[src/rtl/instruction_encoder.sv]
// Encodes instruction fields into 32-bit words, queued in a 2-entry output FIFO.
// Immediate range checking is compiled in only when ENCODER_RANGE_CHECK_EN is defined.
package instruction_encoder_pkg;
  localparam logic [6:0] IType      = 7'b0010011;
  localparam logic [6:0] ITypeLoad  = 7'b0000011;
  localparam logic [6:0] ITypeJALR  = 7'b1100111;
  localparam logic [6:0] SType      = 7'b0100011;
  localparam logic [6:0] BType      = 7'b1100011;
  localparam logic [6:0] UType      = 7'b0110111;
  localparam logic [6:0] UTypeAUIPC = 7'b0010111;
  localparam logic [6:0] JType      = 7'b1101111;

  typedef enum logic [2:0] {
    FMT_R,
    FMT_I,
    FMT_S,
    FMT_B,
    FMT_U,
    FMT_J
  } fmt_e;
endpackage

module instruction_encoder
  import instruction_encoder_pkg::*;
#(
  parameter int COUNT_WIDTH = 16
) (
  input  logic                   clk,
  input  logic                   reset,
  input  logic                   inValid,
  output logic                   inReady,
  input  logic [6:0]             opcode,
  input  logic [4:0]             rd,
  input  logic [4:0]             rs1,
  input  logic [4:0]             rs2,
  input  logic [2:0]             funct3,
  input  logic [6:0]             funct7,
  input  logic [31:0]            immediate,
  output logic                   outValid,
  input  logic                   outReady,
  output logic [31:0]            outInstruction,
  output logic                   rangeError,
  output logic [COUNT_WIDTH-1:0] encodedCount,
  output logic [COUNT_WIDTH-1:0] errorCount
);

  localparam int DEPTH = 2;

  fmt_e                   fmt;
  logic [31:0]            field_bits;
  logic [31:0]            imm_bits;
  logic [31:0]            enc_word;
  logic                   range_err;
  logic                   push;
  logic                   pop;
  logic [1:0]             occupancy_reg;
  logic [1:0]             occupancy_next;
  logic                   wr_ptr_reg;
  logic                   rd_ptr_reg;
  logic [COUNT_WIDTH-1:0] encoded_count_reg;
  logic [31:0]            word_mem [DEPTH];

  always_comb begin
    case (opcode)
      IType, ITypeLoad, ITypeJALR: fmt = FMT_I;
      SType:                       fmt = FMT_S;
      BType:                       fmt = FMT_B;
      UType, UTypeAUIPC:           fmt = FMT_U;
      JType:                       fmt = FMT_J;
      default:                     fmt = FMT_R;
    endcase
  end

  // Register/function fields; each format keeps only the fields it carries.
  always_comb begin
    field_bits       = '0;
    field_bits[6:0]  = opcode;
    if (fmt inside {FMT_R, FMT_I, FMT_U, FMT_J}) begin
      field_bits[11:7] = rd;
    end
    if (fmt inside {FMT_R, FMT_I, FMT_S, FMT_B}) begin
      field_bits[14:12] = funct3;
      field_bits[19:15] = rs1;
    end
    if (fmt inside {FMT_R, FMT_S, FMT_B}) begin
      field_bits[24:20] = rs2;
    end
    if (fmt == FMT_R) begin
      field_bits[31:25] = funct7;
    end
  end

  // B and J immediates arrive without their implicit zero LSB, so bit k here is offset k+1.
  always_comb begin
    imm_bits = '0;
    case (fmt)
      FMT_I: begin
        imm_bits[31:20] = immediate[11:0];
      end
      FMT_S: begin
        imm_bits[31:25] = immediate[11:5];
        imm_bits[11:7]  = immediate[4:0];
      end
      FMT_B: begin
        imm_bits[31]    = immediate[11];
        imm_bits[7]     = immediate[10];
        imm_bits[30:25] = immediate[9:4];
        imm_bits[11:8]  = immediate[3:0];
      end
      FMT_U: begin
        imm_bits[31:12] = immediate[19:0];
      end
      FMT_J: begin
        imm_bits[31]    = immediate[19];
        imm_bits[19:12] = immediate[18:11];
        imm_bits[20]    = immediate[10];
        imm_bits[30:21] = immediate[9:0];
      end
      default: begin
        imm_bits = '0;
      end
    endcase
  end

  assign enc_word = field_bits | imm_bits;

`ifdef ENCODER_RANGE_CHECK_EN
  logic                   err_mem [DEPTH];
  logic [COUNT_WIDTH-1:0] error_count_reg;

  // Signed immediates fit when every bit above the field's sign bit matches it.
  always_comb begin
    range_err = 1'b0;
    case (fmt)
      FMT_I, FMT_S, FMT_B: range_err = !((&immediate[31:11]) || !(|immediate[31:11]));
      FMT_J:               range_err = !((&immediate[31:19]) || !(|immediate[31:19]));
      FMT_U:               range_err = |immediate[31:20];
      default:             range_err = 1'b0;
    endcase
  end

  always_ff @(posedge clk) begin
    if (push) begin
      err_mem[wr_ptr_reg] <= range_err;
    end
  end

  always_ff @(posedge clk or posedge reset) begin
    if (reset) begin
      error_count_reg <= '0;
    end else if (push && range_err) begin
      error_count_reg <= error_count_reg + COUNT_WIDTH'(1);
    end
  end

  assign rangeError = outValid ? err_mem[rd_ptr_reg] : 1'b0;
  assign errorCount = error_count_reg;
`else
  logic unused_imm_hi;

  assign range_err     = 1'b0;
  assign unused_imm_hi = ^{immediate[31:20], range_err};
  assign rangeError    = 1'b0;
  assign errorCount    = '0;
`endif

  // Acceptance depends only on occupancy so upstream never waits on the consumer.
  assign inReady  = (occupancy_reg < 2'(DEPTH));
  assign outValid = (occupancy_reg != 2'd0);
  assign push     = inValid && inReady;
  assign pop      = outValid && outReady;

  always_comb begin
    occupancy_next = occupancy_reg;
    case ({push, pop})
      2'b10:   occupancy_next = occupancy_reg + 2'd1;
      2'b01:   occupancy_next = occupancy_reg - 2'd1;
      default: occupancy_next = occupancy_reg;
    endcase
  end

  always_ff @(posedge clk or posedge reset) begin
    if (reset) begin
      occupancy_reg     <= '0;
      wr_ptr_reg        <= 1'b0;
      rd_ptr_reg        <= 1'b0;
      encoded_count_reg <= '0;
    end else begin
      occupancy_reg <= occupancy_next;
      if (push) begin
        wr_ptr_reg        <= ~wr_ptr_reg;
        encoded_count_reg <= encoded_count_reg + COUNT_WIDTH'(1);
      end
      if (pop) begin
        rd_ptr_reg <= ~rd_ptr_reg;
      end
    end
  end

  always_ff @(posedge clk) begin
    if (push) begin
      word_mem[wr_ptr_reg] <= enc_word;
    end
  end

  // Gating by outValid gives a zero word while empty, including straight out of reset.
  assign outInstruction = outValid ? word_mem[rd_ptr_reg] : 32'd0;
  assign encodedCount   = encoded_count_reg;

endmodule

[config.mk]
export PLATFORM = sky130hd
export DESIGN_NAME = instruction_encoder
export DESIGN_NICKNAME = d
export VERILOG_FILES = /design/src/rtl/instruction_encoder.sv
export SDC_FILE = /design/constraint.sdc
export NUM_CORES = 1
export LEC_CHECK = 0
export BUFFER_PORTS_ARGS = -buffer_cell sky130_fd_sc_hd__buf_2
export CORE_ASPECT_RATIO = 2
export CORE_UTILIZATION = 51
export CTS_CLUSTER_SIZE = 14
export DETAILED_ROUTE_END_ITERATION = 12
export MAX_ROUTING_LAYER = met4
export PLACE_DENSITY = 0.92
export SYNTH_ARGS = -nofsm -noshare
export SYNTH_HDL_FRONTEND = slang
export SYNTH_SLANG_ARGS = --single-unit
[constraint.sdc]
create_clock -name clk -period 3.1 [get_ports clk]
set_clock_uncertainty 0.05 [all_clocks]
set_input_delay 0.31 -clock clk [delete_from_list [all_inputs] [get_ports clk]]
set_output_delay 0.31 -clock clk [all_outputs]
set_load 0.01 [all_outputs]
==> results of run 1 <==
-- cells in the final DEF (no fill, tap or decap), types with 12 or more instances in the layout --
| master | synthesis | routed |
|---|---|---|
| buf_2 | 5 | 105 |
| edfxtp_1 | 64 | 64 |
| nor2_1 | 45 | 43 |
| mux2i_1 | 33 | 33 |
| nand2_1 | 19 | 19 |
| dfrtp_1 | 20 | 19 |
| a221o_1 | 17 | 17 |
| conb_1 | 1 | 17 |
| inv_1 | 14 | 14 |
| xnor2_1 | 12 | 12 |
-- cells by family (layout without fill, tap and decap cells) --
family,count (synthesis),in the layout,share of synthesized area [%]
compound gates,50,50,10.1
xor+xnor,21,21,4.42
fa+ha+maj,2,2,0.601
buf+inv,47,141,6.64
flops,84,84,58.2
mux,33,33,7.94
other cells,1,17,0.0901
simple gates,97,97,12.0
-- layout make-up --
| cell class | instances | area share (%) |
|---|---|---|
| clock inverter | 7 | 1.01 |
| inverter | 14 | 1.06 |
| sequential | 84 | 48.8 |
| clock buffer | 9 | 4.53 |
| multi-input combinational | 220 | 30.8 |
| tap | 96 | 2.42 |
| timing repair buffer | 111 | 11.5 |
-- critical path: cells and delay by family, from the launching register on --
kind	cells	cell delay, ns
AND/OR/NAND/NOR	1	0.08
buffers and inverters	2	0.50
flip-flops	1	0.82
multiplexers	1	0.21
-- metrics by stage --
| step | area, um^2 | instances | utilization, % | setup WS [ns] | total power [uW] |
|---|---|---|---|---|---|
| after detailed placement | 4700 | 525 | 59.1 | 0.949 | 2890 |
| after global routing | 4970 | 541 | 62.6 | 0.680 | 4030 |
| final | 4970 | 541 | 62.6 | 0.798 | 3840 |
| after floorplan | 4220 | 351 | - | 0.465 | 2410 |
| after global placement | 4700 | 525 | 59.1 | 1.01 | 2840 |
| after CTS | 4970 | 541 | 62.6 | 0.792 | 3880 |
-- report_power, final --
group          switching [uW]  internal (uW)  leakage [uW]  total [uW]
clock                     429            546      0.000130         975
sequential                181           1460      0.000849        1640
combinational             708            523       0.00124        1230
-- synth_stat cells, drive strengths merged --
master	count	area (um^2)
edfxtp	64	1920
nor2	45	169
mux2i	33	330
buf	28	205
dfrtp	20	500
nand2	19	71.3
a221o	17	170
inv	14	52.6
xnor2	12	105
a22o	11	96.3
xor2	9	78.8
a22oi	8	60.1
o21ai	8	40.0
nand3	6	30.0
clkbuf	5	18.8
nor4	4	50.1
a21oi	3	18.8
and2	3	18.8
nand4	3	25.0
nor2b	3	18.8
nor3	3	25.0
and3	2	12.5
ha	2	25.0
nand3b	2	27.5
nand4b	2	17.5
or2	2	12.5
a31oi	1	12.5
and4	1	8.76
conb	1	3.75
nand2b	1	6.26
o31ai	1	7.51
o41ai	1	16.3
or3	1	6.26
-- metal layers --
metal / GRT usage [%] / vias up / wire (um)
li1: - / 1404 / -
met1: 23.1 / 1447 / 3330
met2: 40.1 / 139 / 5250
met3: 3.50 / 18 / 488
met4: 9.97 / 0 / 190
met5: - / - / 0
-- worst paths after layout --
check                            startpoint                  to  slack (ns)  cells after the start
setup / recovery                 rd_ptr_reg  outInstruction[19]        0.80                      4
hold / removal                        reset    occupancy_reg[1]        0.05                      2
setup reg to reg           occupancy_reg[1]     word_mem[0][12]        1.20                      4
hold reg to reg            encodedCount[15]    encodedCount[15]        0.42                      1
max in group asynchronous             reset          rd_ptr_reg        2.45                      2
min in group clk                  opcode[0]      word_mem[0][0]        0.15                      1
==> impl_results.md, run 1 <==
- Number of flip-flops in the largest register: 64
- Post-synthesis sequential area ratio: 58.2%
- Vias: 3008
- Crit path kind: register to output pin
- Worst-Margin Slew: 0.732 ns
- Via density per instance: 5.56
- Min Tclk post-route: 2.30 ns
- Worst path arrival time: 1.94 ns
- First-pass GRT wire length: 13700 um
- CTS Buf Count: 9
- Lkg Pwr: 0.00222 uW
- Root Driver: clkbuf_16
- Total of max-cap violations: 0
- Post_cts resized: 0
- Later-pin clock latency in the skew report: 0.33 ns
- Die Area: 0.00855 mm^2
- Postcts setup bufs: 0
- #FFs+latches synth: 84
- Maximum clock path buffer count: 2
- CTS tree: built
- Die Wd: 65.9 um
- Crit path max fanout: 24
- Min Hold Slack: 0.0456 ns
- Max_slew headroom: 51.1%
- Total GRT Usage: 22.3%
- Status: complete, no violations
- Seq. cell area: 0.00242 mm^2
- Layout cells sized above 1: 31.7%
- Peak supply drop: 0.439 mV
- Cts hold-fix bufs: 0
- FMAX: 0.434 GHz
- Initial antenna violation count: 0
- CORE AREA: 0.00794 mm^2
- Drc violations: 0
- Crit path launch type: register
- Final hold vios: 0
- Fill cell count: 616
- Multi-input gate area: 0.00153 mm^2
- Area growth from synthesis to final layout: 19.4%
- Worst path cell trace: buf_4 -> mux2i_1 -> nor2_1 -> buf_2
- Drt first-iter violations: 182
- RSZ-0062 raised after global routing: no
- H-tree levels: 3
- Initial Utilization: 52.4%
- Largest net degree at the start of global routing: 33
- Fin nets: 510
- Gr ovfl total: 0
- Crit path largest cell delay: 0.82 ns
- Post-Synthesis Cells: 335
- Power Density: 773 mW/mm^2
- Worst-path clk slew: 0.06 ns
- Endpoint class of the critical path: output pin
- Die H: 130 um
- Synth Cell Area: 0.00416 mm^2
- Antenna Nets Post-Route: 0
- Vias in the first global route: 2917
- DP HPWL: 6890 um
- I/O Buffers: 105
- Routability cong.: 0.977
- Hold crit path type: input pin to asynchronous set/reset pin
- Slew Viols, Final: 0
- CP required: 2.74 ns
- Boundary Pins: 135
- Num rows: 46
- Netlist cell types: 40
- DRT Wirelength: 9260 um
- Setup-failing EPs final: 0
- Mean post-synth cell area: 12.4 um^2
- Synthesis Warnings: 0
- Wire length per cell: 17.1 um
- Crit path max-delay cell type: dfrtp_2
- CTS sink cnt: 84
- Ratio of final minimum period to clock period: 74.2%
- Pre-antenna DRT Iters: 7
- Number of diodes: 0
- Setup TNS: 0 ns
(Power assumes the default switching activity.)
==> run 2, diff against run 1 <==
Settings changed: ABC_AREA set to 1.
Clock period 3.1 ns to 2.2 ns, I/O delays scaled along.
==> impl_results.md, run 2 <==
- Status: complete, no violations
- Routability cong.: 0.884
- Reg2Reg Depth: 8
- Die Wd: 66.0 um
- Via density per instance: 5.17
- DRT Wirelength: 9310 um
- Synth area leader: edfxtp_1
- Root Driver: clkbuf_16
- I/O Buffers: 105
- Switching Fraction: 35.6%
- Crit path launch type: register
- CTS Buf Count: 9
- Total of max-cap violations: 0
- Crit path kind: register to output pin
- Max_slew headroom: 48.9%
- Commonest cells in the netlist: nand2_1, edfxtp_1, a21oi_1, inv_1, nand3_1
- Cell Int Power: 3610 uW
- Lkg Pwr: 0.00235 uW
- Busiest layer in global routing: met2
- Reg-to-reg endpoint: encodedCount[14]
- Setup-failing EPs final: 0
- Commonest cells after routing, fill and taps aside: nand2_1, buf_2, edfxtp_1
- Worst setup path endpoint: outInstruction[7]
- Synthesis Warnings: 0
- Crit path max fanout: 16
- CORE AREA: 0.00794 mm^2
- Gr ovfl total: 0
- Top cell type's share of synthesized area: 46.1%
- Slew Viols, Final: 0
- Post-synthesis async set-or-reset flop share: 23.8%
- Xor/xnor cell area share of the yosys netlist: 3.57%
- Post-synth EDFFs: 64
- M2 GR Usage: 43.0%
- Later-pin clock latency in the skew report: 0.33 ns
- First-pass GRT wire length: 14600 um
- Power Density: 1110 mW/mm^2
- CP required: 1.93 ns
- Synth Cell Area: 0.00417 mm^2
- Simple-Gate Fraction of Synth Area: 24.1%
- Ratio of final minimum period to clock period: 86.9%
- FMAX: 0.523 GHz
- Comb pwr share: 34.2%
- Clock power frac: 26.5%
- Boundary Pins: 135
- Number of diodes: 0
- Post-synthesis sequential area ratio: 58.1%
- Vias: 3425
- Drc violations: 0
- Total power: 5600 uW
- Hold crit path type: input pin to register
- Num rows: 46
- CTS sink cnt: 84
- Net switching power: 1990 uW
- Worst-path clk slew: 0.06 ns
- Post-Route Utilization: 63.7%
- Combinational family with the most area after synthesis: simple AND/OR/NAND/NOR gates
- Layout cells sized above 1: 26.0%
- Maximum clock path buffer count: 2
- Compound-cell area share of the yosys netlist: 6.00%
- R2R Path Start: occupancy_reg[1]
- Die H: 130 um
- Adder-cell area share of the yosys netlist: 0.600%
- #FFs+latches synth: 84
- Most frequent cell after synthesis: nand2_1
- RSZ-0062 raised after global routing: no
- Min Tclk post-route: 1.91 ns
- Pre-antenna DRT Iters: 4
- Crit path from: rd_ptr_reg
- DP HPWL: 7060 um
- Area growth from synthesis to final layout: 21.2%
- Worst-Margin Slew: 0.765 ns
- Mux cell area share after synthesis: 0%
- Peak supply drop: 0.495 mV
- Vias in the first global route: 3313
- Final hold vios: 0
- GR Layer Usage met1: 21.9%
- Most common cell after layout, fill and taps aside: nand2_1
- Mean post-synth cell area: 9.25 um^2
- Wire length per cell: 14.1 um
- Total GRT Usage: 24.0%
- Fin nets: 631
- Largest net degree at the start of global routing: 34
- Die Area: 0.00857 mm^2
- Drt first-iter violations: 207
- Dominant cells by area after synthesis: edfxtp_1, nand2_1, dfrtp_1
- Netlist cell types: 26
- GR Util met3: 5.16%
- Antenna Nets Post-Route: 0
- Reg-to-reg slack, setup: 0.57 ns
- CTS tree: built
- Most frequently used flop master after synthesis: edfxtp_1
- Endpoint class of the critical path: output pin
- Reg power frac: 39.3%
- Worst path arrival time: 1.64 ns
- Initial Utilization: 52.5%
- Initial antenna violation count: 0
- H-tree levels: 3
- Post-Synthesis Cells: 451
- Number of flip-flops in the largest register: 64
[run 2: routing by layer]
layer | up-vias | part of all wire, %
li1 | 1673 | -
met1 | 1549 | 34
met3 | 38 | 6.2
met4 | 0 | 5.1
met2 | 165 | 55
met5 | - | 0
[run 2: final cells by class]
class / count / area (um^2)
Fill cell: 646 / 2880
Inverter: 35 / 131
Tap cell: 96 / 120
Timing Repair Buffer: 112 / 581
Clock buffer: 9 / 225
Multi-Input combinational cell: 319 / 1500
Sequential cell: 84 / 2420
Clock inverter: 7 / 76.3
[run 2: how the worst min path moves through the flow]
stage / startpoint / end / slack (ns) / cells after the start
after floorplan: reset / encodedCount[0] / 0.13 / 1
after global placement: reset / encodedCount[7] / 0.31 / 2
after detailed placement: reset / encodedCount[9] / 0.34 / 2
after CTS: opcode[0] / word_mem[1][0] / 0.02 / 1
after global routing: opcode[0] / word_mem[1][0] / 0.02 / 1
final: opcode[0] / word_mem[1][0] / 0.04 / 1
[run 2: logic make-up after synthesis]
group,Yosys count
fa+ha+maj,2
other cells,1
buf+inv,64
flops,84
compound gates,47
simple gates,236
xor+xnor,17
[run 2: what timing repair did]
action                     in CTS  in global routing
resized for setup               0                  0
hold endpoints to repair       20                  0
setup endpoints to repair       0                  0
hold buffers                    1                  0
setup buffers                   0                  0
[run 2: power by group through the flow]
stage / Clock (uW) / Combinational (uW) / Sequential, uW
floorplan: 0 / 1160 / 2220
global placement: 0 / 1870 / 2210
detailed placement: 0 / 1920 / 2230
CTS: 1510 / 1930 / 2200
global route: 1580 / 2130 / 2230
finish: 1480 / 1920 / 2200
[run 2: worst max-delay path, stage by stage, from the launching register on]
cell and delay, ns:
dfrtp_1 0.38, inv_1 0.22, buf_4 0.28, nand2_1 0.07
a21oi_1 0.18, buf_2 0.18
[run 2: through the flow]
stage,area [um^2],setup TNS (ns),hold WS [ns],worst slack (ns),instances
floorplan,4230,-19.74,0.134,-0.309,467
global placement,4750,0,0.313,0.556,645
detailed placement,4750,0,0.338,0.500,645
CTS,5060,0,0.0242,0.291,662
global route,5060,0,0.0235,0.209,662
finish,5060,0,0.0355,0.288,662
